## config.mk

```make
export PLATFORM = sky130hd
export DESIGN_NAME = trap_csr_sequencer
export DESIGN_NICKNAME = d
export VERILOG_FILES = /design/src/rtl/trap_csr_sequencer_pkg.sv /design/src/rtl/trap_csr_sequencer.sv
export SDC_FILE = /design/constraint.sdc
export NUM_CORES = 1
export LEC_CHECK = 0
export ABC_AREA = 1
export CAP_MARGIN = 20
export CORE_MARGIN = 3
export CORE_UTILIZATION = 40
export CTS_CLUSTER_SIZE = 10
export DETAILED_ROUTE_END_ITERATION = 10
export PLACE_DENSITY = 0.73
export SLEW_MARGIN = 10
export SYNTH_ARGS = -nofsm -noshare
export SYNTH_HDL_FRONTEND = slang
export SYNTH_SLANG_ARGS = --single-unit
```

## constraint.sdc

```tcl
create_clock -name clk -period 2.55 [get_ports clk]
set_input_delay 0.51 -clock clk [delete_from_list [all_inputs] [get_ports clk]]
set_output_delay 0.51 -clock clk [all_outputs]
set_load 0.02 [all_outputs]
```

## src/rtl/trap_csr_sequencer_pkg.sv

```systemverilog
// trap_csr_sequencer_pkg: CSR addresses, mstatus field positions, state encoding and mstatus update helpers
// Optional feature macro: TRAP_MTVAL_EN (adds the mtval write state)
package trap_csr_sequencer_pkg;

    localparam logic [11:0] CSR_MSTATUS = 12'h300;
    localparam logic [11:0] CSR_MEPC    = 12'h341;
    localparam logic [11:0] CSR_MCAUSE  = 12'h342;
    localparam logic [11:0] CSR_MTVAL   = 12'h343;

    localparam int MIE_BIT  = 3;
    localparam int MPIE_BIT = 7;
    localparam int MPP_LO   = 11;
    localparam int MPP_HI   = 12;

    typedef enum logic [2:0] {
        S_IDLE,
        S_T_MEPC,
        S_T_MCAUSE,
`ifdef TRAP_MTVAL_EN
        S_T_MTVAL,
`endif
        S_T_MSTATUS,
        S_M_MSTATUS
    } state_t;

    // Trap entry: stack MIE into MPIE, disable interrupts, previous privilege = M
    function automatic logic [31:0] trap_mstatus(input logic [31:0] s);
        logic [31:0] r;
        r                = s;
        r[MPIE_BIT]      = s[MIE_BIT];
        r[MIE_BIT]       = 1'b0;
        r[MPP_HI:MPP_LO] = 2'b11;
        return r;
    endfunction

    // mret: restore MIE from MPIE and set MPIE
    function automatic logic [31:0] mret_mstatus(input logic [31:0] s);
        logic [31:0] r;
        r           = s;
        r[MIE_BIT]  = s[MPIE_BIT];
        r[MPIE_BIT] = 1'b1;
        return r;
    endfunction

endpackage

```

## src/rtl/trap_csr_sequencer.sv

```systemverilog
// trap_csr_sequencer: serialises trap-entry/mret CSR writes onto the single CSR write port, arbitrating against pipeline CSR writes
// Optional feature macro: TRAP_MTVAL_EN (trap_tval port and mtval write)
module trap_csr_sequencer
    import trap_csr_sequencer_pkg::*;
#(
    parameter int XLEN   = 32,
    parameter int CSR_AW = 12
) (
    input  logic              clk,
    input  logic              reset_n,
    input  logic              pipe_csr_we,
    input  logic [CSR_AW-1:0] pipe_csr_addr,
    input  logic [XLEN-1:0]   pipe_csr_wdata,
    output logic              pipe_ready,
    input  logic              trap_req,
    input  logic [XLEN-1:0]   trap_epc,
    input  logic [XLEN-1:0]   trap_cause,
`ifdef TRAP_MTVAL_EN
    input  logic [XLEN-1:0]   trap_tval,
`endif
    input  logic              mret_req,
    input  logic [XLEN-1:0]   mstatus_i,
    output logic              trap_ack,
    output logic              mret_ack,
    output logic              trap_done,
    output logic              mret_done,
    output logic              csr_we,
    output logic [CSR_AW-1:0] csr_addr,
    output logic [XLEN-1:0]   csr_wdata,
    output logic              busy,
    output logic              pipe_drop_err
);

    state_t            r_state;
    logic [XLEN-1:0]   r_epc;
    logic [XLEN-1:0]   r_cause;
`ifdef TRAP_MTVAL_EN
    logic [XLEN-1:0]   r_tval;
`endif
    logic [XLEN-1:0]   r_mstatus;
    logic              r_drop_err;
    logic              w_idle;

    assign w_idle = (r_state == S_IDLE);

    // Sequence state, latched trap operands, mstatus snapshot and sticky drop flag
    always_ff @(posedge clk or negedge reset_n) begin
        if (!reset_n) begin
            r_state    <= S_IDLE;
            r_epc      <= '0;
            r_cause    <= '0;
`ifdef TRAP_MTVAL_EN
            r_tval     <= '0;
`endif
            r_mstatus  <= '0;
            r_drop_err <= 1'b0;
        end else begin
            if (!w_idle && pipe_csr_we)
                r_drop_err <= 1'b1;
            case (r_state)
                S_IDLE: begin
                    if (trap_req) begin
                        r_epc   <= trap_epc;
                        r_cause <= trap_cause;
`ifdef TRAP_MTVAL_EN
                        r_tval  <= trap_tval;
`endif
                        r_state <= S_T_MEPC;
                    end else if (mret_req) begin
                        r_state <= S_M_MSTATUS;
                    end
                end
                S_T_MEPC: begin
                    r_mstatus <= mstatus_i;
                    r_state   <= S_T_MCAUSE;
                end
`ifdef TRAP_MTVAL_EN
                S_T_MCAUSE: r_state <= S_T_MTVAL;
                S_T_MTVAL:  r_state <= S_T_MSTATUS;
`else
                S_T_MCAUSE: r_state <= S_T_MSTATUS;
`endif
                default:    r_state <= S_IDLE;
            endcase
        end
    end

    assign pipe_ready    = w_idle;
    assign busy          = !w_idle;
    assign pipe_drop_err = r_drop_err;
    assign trap_ack      = reset_n && w_idle && trap_req;
    assign mret_ack      = reset_n && w_idle && !trap_req && mret_req;
    assign trap_done     = (r_state == S_T_MSTATUS);
    assign mret_done     = (r_state == S_M_MSTATUS);
    assign csr_we        = reset_n && (w_idle ? pipe_csr_we : 1'b1);

    assign csr_addr = w_idle                   ? pipe_csr_addr :
                      (r_state == S_T_MEPC)    ? CSR_MEPC      :
                      (r_state == S_T_MCAUSE)  ? CSR_MCAUSE    :
`ifdef TRAP_MTVAL_EN
                      (r_state == S_T_MTVAL)   ? CSR_MTVAL     :
`endif
                      CSR_MSTATUS;

    assign csr_wdata = w_idle                   ? pipe_csr_wdata            :
                       (r_state == S_T_MEPC)    ? r_epc                     :
                       (r_state == S_T_MCAUSE)  ? r_cause                   :
`ifdef TRAP_MTVAL_EN
                       (r_state == S_T_MTVAL)   ? r_tval                    :
`endif
                       (r_state == S_T_MSTATUS) ? trap_mstatus(r_mstatus)   :
                       mret_mstatus(mstatus_i);

endmodule

```

==> results by group, run 1 <==
Status
  • Outcome: finished clean

Critical path
  • Critical path's largest stage delay: 420 ps
  • Delay-heaviest family, CP: buffers and inverters
  • Critical Path End Type: output pin
  • Worst r2r src: r_state[2]
  • Critical path class: flop to output pin
  • Crit. Startpoint: r_state[1]
  • CP max stage cell: dfrtp_1
  • Required time of the critical path: 2040 ps
  • CP max FO: 13
  • Nature of the critical path startpoint: flop
  • Buf/Inv on CP: 3
  • WP data arrival: 1980 ps
  • Critical-path cell list: buf_4 > nand3_2 > buf_12 > nand4_1 > a21oi_1 > dlygate4sd2_1

Yosys
  • YS warnings: 0
  • Synth Register Bits: 97
  • Cell variety after synth: 26
  • Post-Syn Instances: 756
  • Mean area per synthesized cell: 7.105 um2
  • Part of the Yosys area used for sequential elements: 0.4519
  • Net Count, Synth: 901
  • Synth Cell Area: 0.005371 mm2

Power and ir drop
  • LEAKAGE: 4.065 nW
  • Sw power: 4.745 mW
  • Sw frac: 0.4606
  • Power Density: 1299 mW/mm2
  • Logic pwr share: 0.603
  • Clock power share: 0.139
  • P_int: 5.557 mW
  • Part of the power in registers: 0.258
  • Max VDD drop: 0.5622 mV

Drt
  • Via density: 4.882
  • Starting DRT DRC Count: 522
  • # DRC: 0
  • Final ANT Viol Nets: 0
  • First drt pass iteration count: 5
  • Drt total wl: 17,200 um
  • DR vias: 5,521
  • Mean routed wirelength per cell: 15.21 um

Cells and area
  • Diode count: 0
  • Fin nets: 1,099
  • Commonest non-fill, non-tap cell in the layout: nand2_1
  • Most frequent cells in the layout: nand2_1, clkdlybuf4s50_1, nor2_1
  • Syn-to-layout area delta: 47.71%
  • Layout cells sized above 1: 0.1001
  • Final Cell Area: 0.007934 mm2

Floorplanning
  • Site row count: 41
  • # IOs: 197
  • Core ar.: 0.01288 mm2
  • Die H: 121.9 um
  • Die area: 0.01485 mm2
  • Die width: 121.9 um
  • Initial core utilization: 0.4172

Clocking
  • H-tree levels: 3
  • Clock tree sinks: 97
  • Clock-pin slew on the worst setup and hold paths: 70 ps
  • CTS root buf: clkbuf_16
  • CTS Hold Bufs: 0
  • CTS tree: built
  • Clk_lat worst skew: 350 ps
  • TritonCTS Buffers: 9
  • Maximum buffer depth of the clock tree: 2

Timing
  • Setup Skew: 6.753 ps
  • Fmax: 0.4011 GHz
  • Pin slew with the least headroom to its limit: 664.9 ps
  • Min cycle time layout: 2493 ps
  • Min Hold Slack: 335.3 ps
  • Slew Limit Fails: 0
  • Count of final setup violators: 0
  • Final Hold Vio Count: 0
  • Relative slew slack: 0.5567
  • Period utilization: 0.9776

Place
  • Routability cong.: 0.8188
  • PortBufs: 196
  • Placed inst area: 0.007684 mm2
  • DP Wirelength: 12,560 um

Job
  • Max-cap violations: 0

GRT
  • Largest net degree at the start of global routing: 66
  • GRT Resource Usage Total: 0.2308
  • Antenna violations before repair: 0
  • Global-route wire length before repair: 26,770 um
  • Vias in the first global route: 5,117
  • Remaining Overflow, GRT: 0

Min path
  • Hold crit path type: input port to asynchronous set/reset pin
## per-layer routing
layer  GRT usage  routed length, um
met2      0.3384               7656
met4     0.07843                337
met5           0                  0
met3     0.03482               1083
met1      0.3488               8126
## power groups by stage
stage          logic, mW  clock network [mW]  registers, mW
6_report            6.22                1.43           2.66
5_1_grt             6.82                1.52           2.75
4_1_cts             6.26                1.46           2.64
3_5_place_dp        6.59                   0           2.66
3_3_place_gp        6.56                   0           2.64
2_1_floorplan       3.81                   0           2.56
## cells by family after synthesis
family                 share of synthesized area
and+or+nand+nor                           0.3513
DFF                                       0.4519
AOI/OAI and AO/OA                        0.08549
buffers and inverters                     0.1051
muxes                                   0.006289
## cell usage after synthesis
cell type,number,area share
a21o_1,1,0.0014
a21oi_1,54,0.050
buf_2,19,0.018
buf_4,11,0.015
buf_6,6,0.013
clkbuf_1,14,0.0098
dfrtp_1,97,0.45
inv_1,67,0.047
inv_2,4,0.0028
mux2_2,3,0.0063
nand2_1,231,0.16
nand2_2,2,0.0023
nand2_4,2,0.0042
nand3_1,68,0.063
nand3_2,1,0.0019
nand4_1,25,0.029
nor2_1,107,0.075
nor2_4,2,0.0042
nor2_8,1,0.0037
nor3_1,1,0.00093
nor3_2,1,0.0019
o21ai_0,33,0.031
o21ai_1,2,0.0019
o22ai_1,1,0.0012
or2_1,1,0.0012
or2_2,2,0.0023
## final cells by class
type | instances | area [um2]
clock buffers | 13 | 270.3
fillers | 1164 | 4942
repair buffers | 237 | 2316
inverters | 71 | 266.5
clock inverters | 3 | 47.55
multi-input cells | 538 | 2390
well taps | 172 | 215.2
flip-flops and latches | 97 | 2429
## sequential cells by signal, summed over array words and instances, names as in the netlist
name,cells
r_epc,32
r_state,3
r_cause,32
r_mstatus,29
pipe_drop_err,1
## worst paths after layout
kind                       depth (start not counted)  slack [ps]            end
setup / recovery                                   6          60  csr_wdata[25]
setup reg to reg                                   7         800    r_cause[12]
min in group clk                                   1         460  pipe_drop_err
max in group asynchronous                          2        1710     r_state[0]
hold / removal                                     2         340      r_epc[10]
hold reg to reg                                    1         460  pipe_drop_err
## metrics by stage
step           power (mW)  TNS (ps)  cells    util  setup slack [ps]
6_report            10.30         0   1131  0.6162             57.01
5_1_grt             11.08    -1.776   1131  0.6162            -1.776
4_1_cts             10.36         0   1130  0.6182             1.244
3_5_place_dp        9.255         0   1114  0.5967             65.95
3_3_place_gp        9.195         0   1114  0.5967             65.35
2_1_floorplan       6.373         0    756       -             597.3
## what timing repair did
| item | in CTS | in global routing |
|---|---|---|
| setup buffers | 0 | 1 |
| gates cloned | 0 | 0 |
| pin swaps | 0 | 0 |
| gates resized for setup | 48 | 45 |
| setup endpoints to repair | 40 | 33 |
No activity file was read; power rests on OpenSTA's default activity.
==> run 2: changes to the inputs <==
--- a/config.mk
+++ b/config.mk
@@ -6,13 +6,14 @@
 export NUM_CORES = 1
 export LEC_CHECK = 0
 export ABC_AREA = 1
+export ABC_CLOCK_PERIOD_IN_PS = 2760
 export CAP_MARGIN = 20
 export CORE_MARGIN = 3
 export CORE_UTILIZATION = 40
 export CTS_CLUSTER_SIZE = 10
 export DETAILED_ROUTE_END_ITERATION = 10
 export PLACE_DENSITY = 0.73
-export SLEW_MARGIN = 10
+export SLEW_MARGIN = 20
 export SYNTH_ARGS = -nofsm -noshare
 export SYNTH_HDL_FRONTEND = slang
 export SYNTH_SLANG_ARGS = --single-unit
==> constraint.sdc (replaced) <==
create_clock -name clk -period 2.76 [get_ports clk]
set_input_delay 0.552 -clock clk [delete_from_list [all_inputs] [get_ports clk]]
set_output_delay 0.552 -clock clk [all_outputs]
set_load 0.02 [all_outputs]
==> results by group, run 2 (synthesis results as in run 1) <==
Place
  • Routability cong.: 0.8298 (was 0.8188)
  • Placed inst area: 0.007496 mm2 (was 0.007684 mm2)
  • DP Wirelength: 12,440 um (was 12,560 um)
  • Post-Place Worst Slack: 169.5 ps (was 65.95 ps)
  • PortBufs: 196 (unchanged)

Drt
  • Starting DRT DRC Count: 405 (was 522)
  • # DRC: 0 (unchanged)
  • DR vias: 5,398 (was 5,521)
  • First drt pass iteration count: 7 (was 5)
  • Mean routed wirelength per cell: 15.37 um (was 15.21 um)
  • Drt total wl: 17,060 um (was 17,200 um)
  • Final ANT Viol Nets: 0 (unchanged)
  • Via density: 4.863 (was 4.882)

Critical path
  • Critical path class: flop to output pin (unchanged)
  • WP data arrival: 2100 ps (was 1980 ps)
  • CP max FO: 27 (was 13)
  • Required time of the critical path: 2210 ps (was 2040 ps)
  • Critical-path cell list: inv_2 > nand2_4 > buf_12 > nor2_1 > a21oi_1 > a21oi_1 > dlygate4sd2_1 (was buf_4 > nand3_2 > buf_12 > nand4_1 > a21oi_1 > dlygate4sd2_1)
  • Reg2reg path depth: 6 (was 7)
  • Critical path's largest stage delay: 460 ps (was 420 ps)
  • Critical Path End Type: output pin (unchanged)
  • Reg2reg end: r_cause[12] (unchanged)
  • CP max stage cell: dfrtp_1 (unchanged)
  • Nature of the critical path startpoint: flop (unchanged)
  • CP most frequent cell: a21oi_1
  • Register-to-register setup slack: 960 ps (was 800 ps)
  • Worst r2r src: r_state[2] (unchanged)

GRT
  • Antenna violations before repair: 0 (unchanged)
  • Global-route wire length before repair: 26,700 um (was 26,770 um)
  • GRT Resource Usage Total: 0.2313 (was 0.2308)
  • Remaining Overflow, GRT: 0 (unchanged)
  • Vias in the first global route: 5,128 (was 5,117)
  • Largest net degree at the start of global routing: 66 (unchanged)

Clocking
  • TritonCTS Buffers: 9 (unchanged)
  • Maximum buffer depth of the clock tree: 2 (unchanged)
  • Postcts setup bufs: 0 (unchanged)
  • CTS root buf: clkbuf_16 (unchanged)
  • Clock tree sinks: 97 (unchanged)
  • CTS tree: built (unchanged)
  • Clock-pin slew on the worst setup and hold paths: 60 ps (was 70 ps)
  • H-tree levels: 3 (unchanged)
  • Clk_lat worst skew: 340 ps (was 350 ps)
  • CTS Hold Bufs: 0 (unchanged)

Timing
  • Period utilization: 0.9623
  • Setup_tns: 0 ps (unchanged)
  • Count of final setup violators: 0 (unchanged)
  • Setup Skew: 5.864 ps (was 6.753 ps)
  • PnR worst setup slack: 104.0 ps (was 57.01 ps)
  • Final Hold Vio Count: 0 (unchanged)
  • Slew Limit Fails: 0 (unchanged)
  • RSZ-0062 raised after global routing: false
  • Relative slew slack: 0.4733 (was 0.5567)
  • Fmax: 0.3765 GHz
  • Pin slew with the least headroom to its limit: 790.0 ps (was 664.9 ps)
  • Min cycle time layout: 2656 ps

Cells and area
  • Syn-to-layout area delta: 44.61% (was 47.71%)
  • Filler instances: 1,252 (was 1,164)
  • Regs by FF count: r_cause (32), r_epc (32), r_mstatus (29) (unchanged)
  • Layout cells sized above 1: 0.06183 (was 0.1001)
  • Commonest non-fill, non-tap cell in the layout: nand2_1 (unchanged)
  • Fin nets: 1,078 (was 1,099)
  • Layout Utilization: 0.6032 (was 0.6162)
  • Final Cell Area: 0.007767 mm2 (was 0.007934 mm2)
  • Diode count: 0 (unchanged)
  • Most frequent cells in the layout: nand2_1, clkdlybuf4s50_1, nor2_1 (unchanged)

Floorplanning
  • Initial core utilization: 0.4172 (unchanged)
  • Die area: 0.01485 mm2 (unchanged)
  • Die H: 121.9 um (unchanged)
  • # IOs: 197 (unchanged)
  • Die width: 121.9 um (unchanged)
  • Core ar.: 0.01288 mm2 (unchanged)
  • Site row count: 41 (unchanged)

Power and ir drop
  • LEAKAGE: 3.900 nW (was 4.065 nW)
  • Power Density: 1183 mW/mm2 (was 1299 mW/mm2)
  • Max VDD drop: 0.4607 mV (was 0.5622 mV)

Status
  • Outcome: finished clean (unchanged)

Job
  • Max-cap violations: 0 (unchanged)

Min path
  • Hold crit path type: input port to asynchronous set/reset pin (unchanged)
-- run 2: changes by cell type in the layout (fill, tap and decap cells not counted), sizes merged --
| cell | delta |
|---|---|
| clkdlybuf4s50 | +3 |
| clkbuf | -16 |
| clkdlybuf4s15 | -9 |
| dlygate4sd2 | +27 |
| buf | -21 |
| dlymetal6s2s | -5 |
-- run 2: timing repair --
item,in CTS,in global routing
setup endpoints to repair,44,2
resized for setup,45,2
cloned,0,0
endpoints found under the hold margin,0,0
-- run 2: cell type report --
cell class / count / area, um2 / area share
clock inverters: 3 / 47.55 / 0.006121
clock buffers: 13 / 270.3 / 0.03479
repair buffers: 216 / 2153 / 0.2772
well taps: 172 / 215.2 / 0.02771
inverters: 71 / 266.5 / 0.03431
multi-input cells: 538 / 2386 / 0.3072
flip-flops and latches: 97 / 2429 / 0.3127
-- run 2: through the flow --
step | cells | hold WS (ps) | power, mW
4_1_cts | 1110 | 348.8 | 9.238
3_5_place_dp | 1094 | 458.7 | 8.265
3_3_place_gp | 1094 | 439.2 | 8.189
6_report | 1110 | 329.6 | 9.185
2_1_floorplan | 756 | 256.4 | 5.888
5_1_grt | 1110 | 366.3 | 9.915
-- run 2: per-layer routing --
| metal | routed length [um] | up-vias | global-route usage |
|---|---|---|---|
| met3 | 937 | 18 | 0.04132 |
| met1 | 7979 | 2477 | 0.3338 |
| met2 | 7879 | 165 | 0.3560 |
| li1 | - | 2738 | - |
| met4 | 261 | 0 | 0.07073 |
| met5 | 0 | - | 0 |
-- run 2: worst max path at each step --
stage	slack, ps	cells past startpoint	from	endpoint
floorplan	770	6	r_state[2]	csr_wdata[20]
global placement	180	6	mstatus_i[17]	csr_wdata[17]
detailed placement	170	6	mstatus_i[21]	csr_wdata[21]
CTS	90	7	r_state[2]	csr_addr[9]
global route	5	7	r_state[2]	csr_addr[9]
finish	100	7	r_state[2]	csr_wdata[14]
-- run 2: critical path, delay by kind of cell, from the launching register on --
| family | cells | cell delay [ps] |
|---|---|---|
| compound gates | 2 | 470 |
| buf+inv | 3 | 650 |
| flops | 1 | 460 |
| simple gates | 2 | 180 |
-- run 2: power breakdown --
part           leakage, nW  internal [mW]  switching [mW]  total (mW)
combinational         2.55           2.01            3.41        5.42
sequential            1.20           2.10           0.359        2.46
clock                0.156          0.781           0.531        1.31
